**src/rtl/grf_scoreboard_pkg.sv**
```systemverilog
// Shared types and constants for the register-file hazard scoreboard.
// The decoder uses the Tuse/Tnew classes; the scoreboard uses the rest.
package grf_scoreboard_pkg;

   localparam int unsigned REG_W    = 5;
   localparam int unsigned TNEW_W   = 2;
   localparam int unsigned FWD_W    = 2;
   localparam int unsigned MD_CNT_W = 4;

   localparam int unsigned MULT_CYC_DEFAULT = 5;
   localparam int unsigned DIV_CYC_DEFAULT  = 10;

   localparam logic [FWD_W-1:0] FWD_GRF = 2'd0;
   localparam logic [FWD_W-1:0] FWD_E   = 2'd1;
   localparam logic [FWD_W-1:0] FWD_M   = 2'd2;

   // Operand consumption point, counted in cycles from D
   localparam logic [1:0] TUSE_D = 2'd0;
   localparam logic [1:0] TUSE_E = 2'd1;
   localparam logic [1:0] TUSE_M = 2'd2;

   // Result availability, counted in cycles after entering E
   localparam logic [TNEW_W-1:0] TNEW_LINK = 2'd0;
   localparam logic [TNEW_W-1:0] TNEW_ALU  = 2'd1;
   localparam logic [TNEW_W-1:0] TNEW_LOAD = 2'd2;

   typedef struct packed {
      logic              valid;
      logic [REG_W-1:0]  wa;
      logic [TNEW_W-1:0] tnew;
   } rec_t;

   // Advance a record one stage: remaining latency counts down to zero
   function automatic rec_t age_rec(input rec_t r);
      rec_t a;
      a = r;
      if (a.tnew != '0) a.tnew = a.tnew - TNEW_W'(1);
      return a;
   endfunction

endpackage

```
**src/rtl/grf_scoreboard_md_busy_counter.sv**
```systemverilog
// Multiply/divide busy counter: loads the operation latency on issue and
// counts down to idle; reset aborts a running operation.
module md_busy_counter
   import grf_scoreboard_pkg::*;
#(
   parameter int unsigned MULT_CYC = MULT_CYC_DEFAULT,
   parameter int unsigned DIV_CYC  = DIV_CYC_DEFAULT
) (
   input  logic clk,
   input  logic reset,
   input  logic load,
   input  logic is_div,
   output logic busy_c
);

   logic [MD_CNT_W-1:0] md_cnt;

   always_ff @(posedge clk) begin
      if (reset) begin
         md_cnt <= '0;
      end else if (load) begin
         md_cnt <= is_div ? MD_CNT_W'(DIV_CYC) : MD_CNT_W'(MULT_CYC);
      end else if (md_cnt != '0) begin
         md_cnt <= md_cnt - MD_CNT_W'(1);
      end
   end

   assign busy_c = (md_cnt != '0);

endmodule

```
**src/rtl/grf_scoreboard.sv**
```systemverilog
// Hazard scoreboard for the GRF: tracks in-flight writes in E and M and
// decides stall / operand forwarding for the instruction in D.
module grf_scoreboard
   import grf_scoreboard_pkg::*;
#(
   parameter int unsigned MULT_CYC = MULT_CYC_DEFAULT,
   parameter int unsigned DIV_CYC  = DIV_CYC_DEFAULT
) (
   input  logic              clk,
   input  logic              reset,
   input  logic              flush,
   input  logic [REG_W-1:0]  D_RA1,
   input  logic [REG_W-1:0]  D_RA2,
   input  logic              D_use1,
   input  logic              D_use2,
   input  logic [1:0]        D_Tuse1,
   input  logic [1:0]        D_Tuse2,
   input  logic [REG_W-1:0]  D_WA,
   input  logic              D_RegWrite,
   input  logic [TNEW_W-1:0] D_Tnew,
   input  logic              D_isMD,
   input  logic              D_isDiv,
   input  logic              D_isHiLo,
   output logic              Stall,
   output logic [FWD_W-1:0]  D_Fwd1,
   output logic [FWD_W-1:0]  D_Fwd2,
   output logic              MD_busy
);

   // W needs no record: the register file's write-through bypass covers it.
   rec_t e_rec;
   rec_t m_rec;
   rec_t d_rec;
   logic data_stall;
   logic md_stall;
   logic md_busy_c;

   function automatic logic hit(input rec_t r, input logic use_op,
                                input logic [REG_W-1:0] ra);
      return use_op && r.valid && (r.wa == ra);
   endfunction

   function automatic logic [FWD_W-1:0] fwd_sel(input rec_t e, input rec_t m,
                                                input logic use_op,
                                                input logic [REG_W-1:0] ra);
      logic [FWD_W-1:0] sel;
      sel = FWD_GRF;
      if (hit(e, use_op, ra) && e.tnew == '0) sel = FWD_E;
      else if (hit(m, use_op, ra) && m.tnew == '0) sel = FWD_M;
      return sel;
   endfunction

   always_comb begin
      d_rec.valid = D_RegWrite && (D_WA != '0);
      d_rec.wa    = D_WA;
      d_rec.tnew  = D_Tnew;

      data_stall = (hit(e_rec, D_use1, D_RA1) && (e_rec.tnew > D_Tuse1))
                || (hit(m_rec, D_use1, D_RA1) && (m_rec.tnew > D_Tuse1))
                || (hit(e_rec, D_use2, D_RA2) && (e_rec.tnew > D_Tuse2))
                || (hit(m_rec, D_use2, D_RA2) && (m_rec.tnew > D_Tuse2));
      md_stall   = (D_isMD || D_isHiLo) && md_busy_c;

      Stall   = data_stall || md_stall;
      D_Fwd1  = fwd_sel(e_rec, m_rec, D_use1, D_RA1);
      D_Fwd2  = fwd_sel(e_rec, m_rec, D_use2, D_RA2);
      MD_busy = md_busy_c;
   end

   // Flush beats a same-edge D record; a stall inserts a bubble into E
   always_ff @(posedge clk) begin
      if (reset) begin
         e_rec <= '0;
         m_rec <= '0;
      end else begin
         m_rec <= flush ? '0 : age_rec(e_rec);
         e_rec <= (flush || Stall) ? '0 : d_rec;
      end
   end

   md_busy_counter #(
      .MULT_CYC (MULT_CYC),
      .DIV_CYC  (DIV_CYC)
   ) u_md_busy_counter (
      .clk    (clk),
      .reset  (reset),
      .load   (D_isMD && !Stall),
      .is_div (D_isDiv),
      .busy_c (md_busy_c)
   );

endmodule
```
**config.mk**
```make
export PLATFORM = sky130hd
export DESIGN_NAME = grf_scoreboard
export DESIGN_NICKNAME = d
export VERILOG_FILES = /design/src/rtl/grf_scoreboard_pkg.sv /design/src/rtl/grf_scoreboard_md_busy_counter.sv /design/src/rtl/grf_scoreboard.sv
export SDC_FILE = /design/constraint.sdc
export NUM_CORES = 1
export LEC_CHECK = 0
export CORE_ASPECT_RATIO = 0.75
export CORE_MARGIN = 3
export CORE_UTILIZATION = 35
export CTS_CLUSTER_DIAMETER = 30
export DETAILED_ROUTE_END_ITERATION = 8
export PLACE_DENSITY = 0.72
export SLEW_MARGIN = 20
export SYNTH_ARGS = -nofsm -noshare
export SYNTH_HDL_FRONTEND = slang
export SYNTH_SLANG_ARGS = --single-unit
export TNS_END_PERCENT = 5
```
**constraint.sdc**
```tcl
create_clock -name clk -period 6.4 [get_ports clk]
set_clock_uncertainty 0.2 [all_clocks]
set_input_delay 1.28 -clock clk [delete_from_list [all_inputs] [get_ports clk]]
set_output_delay 1.28 -clock clk [all_outputs]
set_load 0.005 [all_outputs]
```
* Word level (Yosys, flattened, before mapping)
Index checks and enable logic that the tools add are counted.
** Storage, ports and cells
- Bits in registers :: 20
- Latch bits :: 0
- Bits in writable memories :: 0
- Bits in read-only memories :: 0
- Bits of input ports :: 30
- Output and inout port bits :: 6
- Logic and storage cells :: 59
- Memories :: 0
** Cells by class
- $add $sub $neg :: 2
- $mul :: 0
- Div/mod/pow operators :: 0
- $lt $le $gt $ge :: 4
- Equal/unequal tests :: 4
- Shift operators :: 0
- Mux-type cells :: 8
- Bitwise operators :: 0
- Reduce and logical (&&, ||, !) cells :: 34
** Operator list (count)
- 5-bit == test :: 4
- 1-bit logical AND :: 19
- 4-bit two-way mux :: 3
- 2-bit two-way mux :: 5
- 2-bit greater-than comparator :: 4
- 1-bit logical OR :: 6
- 5-bit nonzero test :: 1
- 2-bit zero test :: 2
- 2-bit nonzero test :: 2
- 4-bit nonzero test :: 1
- 2-bit OR reduction :: 2
- 4-bit by 1-bit subtractor with 4-bit output, second input constant :: 1
- 2-bit by 1-bit subtractor with 2-bit output, second input constant :: 1
- 1-bit zero test :: 1

* Longest topological paths before layout
- Depth in word-level cells :: 10
- Gate-level depth with buffers :: 8
- Depth with buffers taken out :: 8

* Hierarchy
From an unflattened synthesis, not the netlist that was laid out.
** Unflattened totals
- Cells, all modules :: 139
- Area, all modules :: 1214.9 um2
** By module, submodules not included
- grf_scoreboard :: times used 1, cells an instance 113, area each 982.2 um2, sequential area each 320.3 um2
- md_busy_counter :: times used 1, cells an instance 26, area each 232.7 um2, sequential area each 80.1 um2

* Worst setup path after synthesis
No wires, ideal clock.
- Path kind :: input port to output port
- Start point :: in D_Tuse2[1]
- End point :: out Stall
- Arrival time :: 2.453 ns
- Required time :: 4.920 ns
- Setup slack :: 2.467 ns
- Cell stages on the path :: 7
- Buffers on the path :: 0
- Cell sequence :: inv_1 ha_1 nor2b_1 o211ai_1 nor4_2 nor4_4 nand2_1
** On the way
- Cells in the longest elaborated chain, start to end :: 5
- Elaborated cells on any way between the ends :: 7
- Classes of those cells :: order compare (2); reduce/logical (5)
** Ends and longest elaborated chain
- from (decl) :: RTL line grf_scoreboard.sv:17 : input logic [1:0] D_Tuse2,
- 2-bit greater-than comparator :: RTL line grf_scoreboard.sv:60 : || (hit(e_rec, D_use2, D_RA2) && (e_rec.tnew > D_Tuse2))
- 1-bit logical AND :: RTL line grf_scoreboard.sv:60
- 1-bit logical OR :: RTL line grf_scoreboard.sv:60
- 1-bit logical OR * :: RTL line grf_scoreboard.sv:61 : || (hit(m_rec, D_use2, D_RA2) && (m_rec.tnew > D_Tuse2));
- 1-bit logical OR * :: RTL line grf_scoreboard.sv:64 : Stall = data_stall || md_stall;
- to (decl) :: RTL line grf_scoreboard.sv:24 : output logic Stall,
Mark *: on every way between the ends. The rest lies on a longest branch, timed or not.

* Worst setup path in the final report
- Start point :: in D_Tuse1[1]
- End point :: out Stall
** On the way
- Cells in the longest elaborated chain, start to end :: 6
- Elaborated cells on any way between the ends :: 8
- Classes of those cells :: order compare (2); reduce/logical (6)
** Ends and longest elaborated chain
- from (decl) :: RTL line grf_scoreboard.sv:16 : input logic [1:0] D_Tuse1,
- 2-bit greater-than comparator, on equally long branches :: RTL line grf_scoreboard.sv:58, grf_scoreboard.sv:59
- 1-bit logical AND, on equally long branches :: RTL line grf_scoreboard.sv:58, grf_scoreboard.sv:59
- 1-bit logical OR * :: RTL line grf_scoreboard.sv:59 : || (hit(m_rec, D_use1, D_RA1) && (m_rec.tnew > D_Tuse1))
- 1-bit logical OR * :: RTL line grf_scoreboard.sv:60
- 1-bit logical OR * :: RTL line grf_scoreboard.sv:61
- 1-bit logical OR * :: RTL line grf_scoreboard.sv:64
Marks and branches as above.

==> impl_metrics.yaml <==
cts:
  post_cts_buffers: 0
  cts.htree.levels: 1
  cts_made_buffers: 3
  cts_sinks: 20
  cts_tree: "built"
  clk_path_buf_depth: 2
  cts-resized-gates: 0
  path_clk_slew_ns: 0.07
  cts_root_buf: "clkbuf_8"
  cts-hold-fix-buffers: 0
  clk_latency_ns: 0.26
timing:
  worst_pin_slew_ns: 0.432
  setup_ws_ns: 1.38
  max_freq_mhz: 199
  slew_violations: 0
  setup_violations: 0
  hold_violations: 0
  fin_tns_setup_ns: 0
  period_needed_ns: 5.02
  post-route-period-util_pct: 78.5
  rsz0062_at_grt: "no"
  max_slew_margin_pct: 71.1
routing:
  avgRoutedWirePerCell_um: 12.8
  drt_iter0_drc: 27
  routed_wl_mm: 2.76
  route.vias.total: 1045
  route.detailed.drc: 0
  ant_nets: 0
  drt_first_pass_iters: 4
  vias_per_cell: 4.86
placement:
  io_buffer_count: 35
  dp_cells: 211
  dp_hpwl_mm: 2.40
  place_congestion: 0.833
  dpl_worst_slack_ns: 1.40
worst_setup_path:
  max_stage_delay_ns: 0.47
  endpoint_kind: "output pin"
  worst-setup-path-type: "in -> out"
  crit_arrival_ns: 3.54
  worstPathMaxFanout: 6
  rr_endpoint: "e_rec[3]"
  reg2reg_depth: 7
  r2r-start: "e_rec[1]"
  cpMostUsedCell: "clkdlybuf4s50_1"
  required_ns: 4.92
  slowest_stage: "clkdlybuf4s50_1"
  crit_family: "buffers and inverters"
  startpoint_type: "primary input"
  r2r_slack_ns: 4.12
  path_cells: "clkdlybuf4s50_1 -> inv_1 -> ha_1 -> nor2b_1 -> o211ai_1 -> nor3_1 -> nor4_4 -> nand2_1 -> clkdlybuf4s50_1"
  path_buf_inv: 3
yosys:
  synth.net_count: 178
  syn_avg_cell_area_um2: 8.57
  yosysTopAreaCellShare_pct: 33.9
  synthCells: 138
  ys_types: 24
  yosysSeqAreaShare_pct: 33.9
  yosys-top-cells-area: "dfxtp_1 34%, xnor2_1 15%, ha_1 11%"
  synth-seq-cells: 20
  synth_area_mm2: 0.00118
  yosysTopAreaCell: "dfxtp_1"
  yosys_warnings: 0
floorplanning:
  core_area_mm2: 0.00308
  io_pins: 36
  die_h_um: 56.3
  num_rows: 17
  design.die.area_mm2: 0.00412
  die_w_um: 73.1
  start_util_pct: 38.3
layout:
  n_antenna_cell: 0
  fin_nets: 218
  drive_gt1_share_pct: 3.95
  syn_to_final_growth_pct: 39.7
  final_core_util_pct: 53.5
  fin_cells: 215
global_route:
  grt_pass1_vias: 1014
  grt_usage_pct: 14.1
  antenna_found_initial: 0
  top_usage_layer: "met2"
  grt_max_degree: 13
  grtUsageMet3_pct: 1.97
  met2_usage_pct: 21.5
  grt-ovfl-total: 0
  grt_util_met1_pct: 19.4
  grt_pass1_wl_mm: 4.61
power_and_ir_drop:
  irDropWorstVdd_uv: 121
  fin_total_pwr_w: 0.000428
  powerDensity_mw_per_mm2: 259
  leakage_nw: 0.657
min_path:
  min_path_type: "reg -> reg"
  min_path_cells: 1
  min_to: "m_rec[1]"
  hp-start: "e_rec[0]"
run_status:
  status: "finished clean"
job:
  cap_viol_max_count: 0
==> worst max path at each step <==
stage / startpoint / cells past startpoint / to / slack, ns
2_1_floorplan: D_Tuse2[1] / 7 / Stall / 2.47
3_3_place_gp: D_Tuse2[1] / 9 / Stall / 1.43
3_5_place_dp: D_Tuse2[1] / 9 / Stall / 1.40
4_1_cts: D_Tuse2[1] / 9 / Stall / 1.38
5_1_grt: D_Tuse1[1] / 9 / Stall / 1.22
6_report: D_Tuse1[1] / 9 / Stall / 1.38
==> synthesized netlist by cell type <==
cell / count
a211o_1: 2
a21oi_1: 5
a31oi_1: 1
and2_1: 6
and3_1: 4
dfxtp_1: 20
ha_1: 10
inv_1: 14
nand2_1: 16
nand3_1: 3
nand4_1: 4
nor2_1: 12
nor2b_1: 3
nor3_1: 4
nor3b_1: 1
nor4_1: 1
nor4_2: 1
nor4_4: 2
nor4b_1: 2
o211ai_1: 3
o21ai_0: 2
or3_1: 1
xnor2_1: 20
xor2_1: 1
==> layout by cell type (no fill, tap or decap), types with 3 or more instances in the layout <==
| cell type | instances |
|---|---|
| and3_1 | 4 |
| inv_1 | 14 |
| nand3_1 | 3 |
| nor2_1 | 12 |
| dfxtp_1 | 20 |
| nor3_1 | 4 |
| a21oi_1 | 5 |
| clkdlybuf4s50_1 | 35 |
| o211ai_1 | 3 |
| clkbuf_8 | 3 |
| nor2b_1 | 3 |
| xnor2_1 | 20 |
| ha_1 | 10 |
| nand2_1 | 16 |
| nand4_1 | 4 |
| and2_1 | 6 |
==> per-stage QoR <==
| step | instance area, um2 | hold WS (ns) |
|---|---|---|
| after floorplan | 1180 | 0.275 |
| after global placement | 1580 | 0.285 |
| after detailed placement | 1580 | 0.288 |
| after CTS | 1650 | 0.299 |
| after global routing | 1650 | 0.313 |
| final | 1650 | 0.301 |
==> kinds of logic (layout without fill, tap and decap cells) <==
family	after synthesis	after routing	synth area share, %
AO/OA/AOI/OAI	13	13	6.88
XOR/XNOR	21	21	15.6
adder cells (fa/ha/maj)	10	10	10.6
buffers and inverters	14	53	4.44
flip-flops	20	20	33.9
AND/OR/NAND/NOR	60	60	28.7
==> registers in the layout, indices dropped and copies added (netlist names) <==
name,count
u_md_busy_counter.md_cnt,4
m_rec,8
e_rec,8
==> area by class of cell <==
cell class	instances	area (um2)
multi-input cells	104	729
repair buffers	35	350
clock buffers	3	41.3
inverters	14	52.6
well taps	38	47.5
clock inverters	1	30.0
flip-flops and latches	20	400
fillers	266	1430
==> routing by layer <==
metal / vias to the layer above / share of wire [%]
met5: - / 0
met4: 0 / 0.98
met3: 2 / 4.3
met2: 26 / 47
met1: 476 / 47
li1: 541 / -
==> power breakdown <==
group	internal, W	leakage (nW)	switching (W)
sequential	0.000142	0.163	0.0000148
combinational	0.0000760	0.459	0.0000712
clock	0.0000834	0.0357	0.0000398
total	0.000302	0.657	0.000126
No activity file was read; power rests on OpenSTA's default activity.
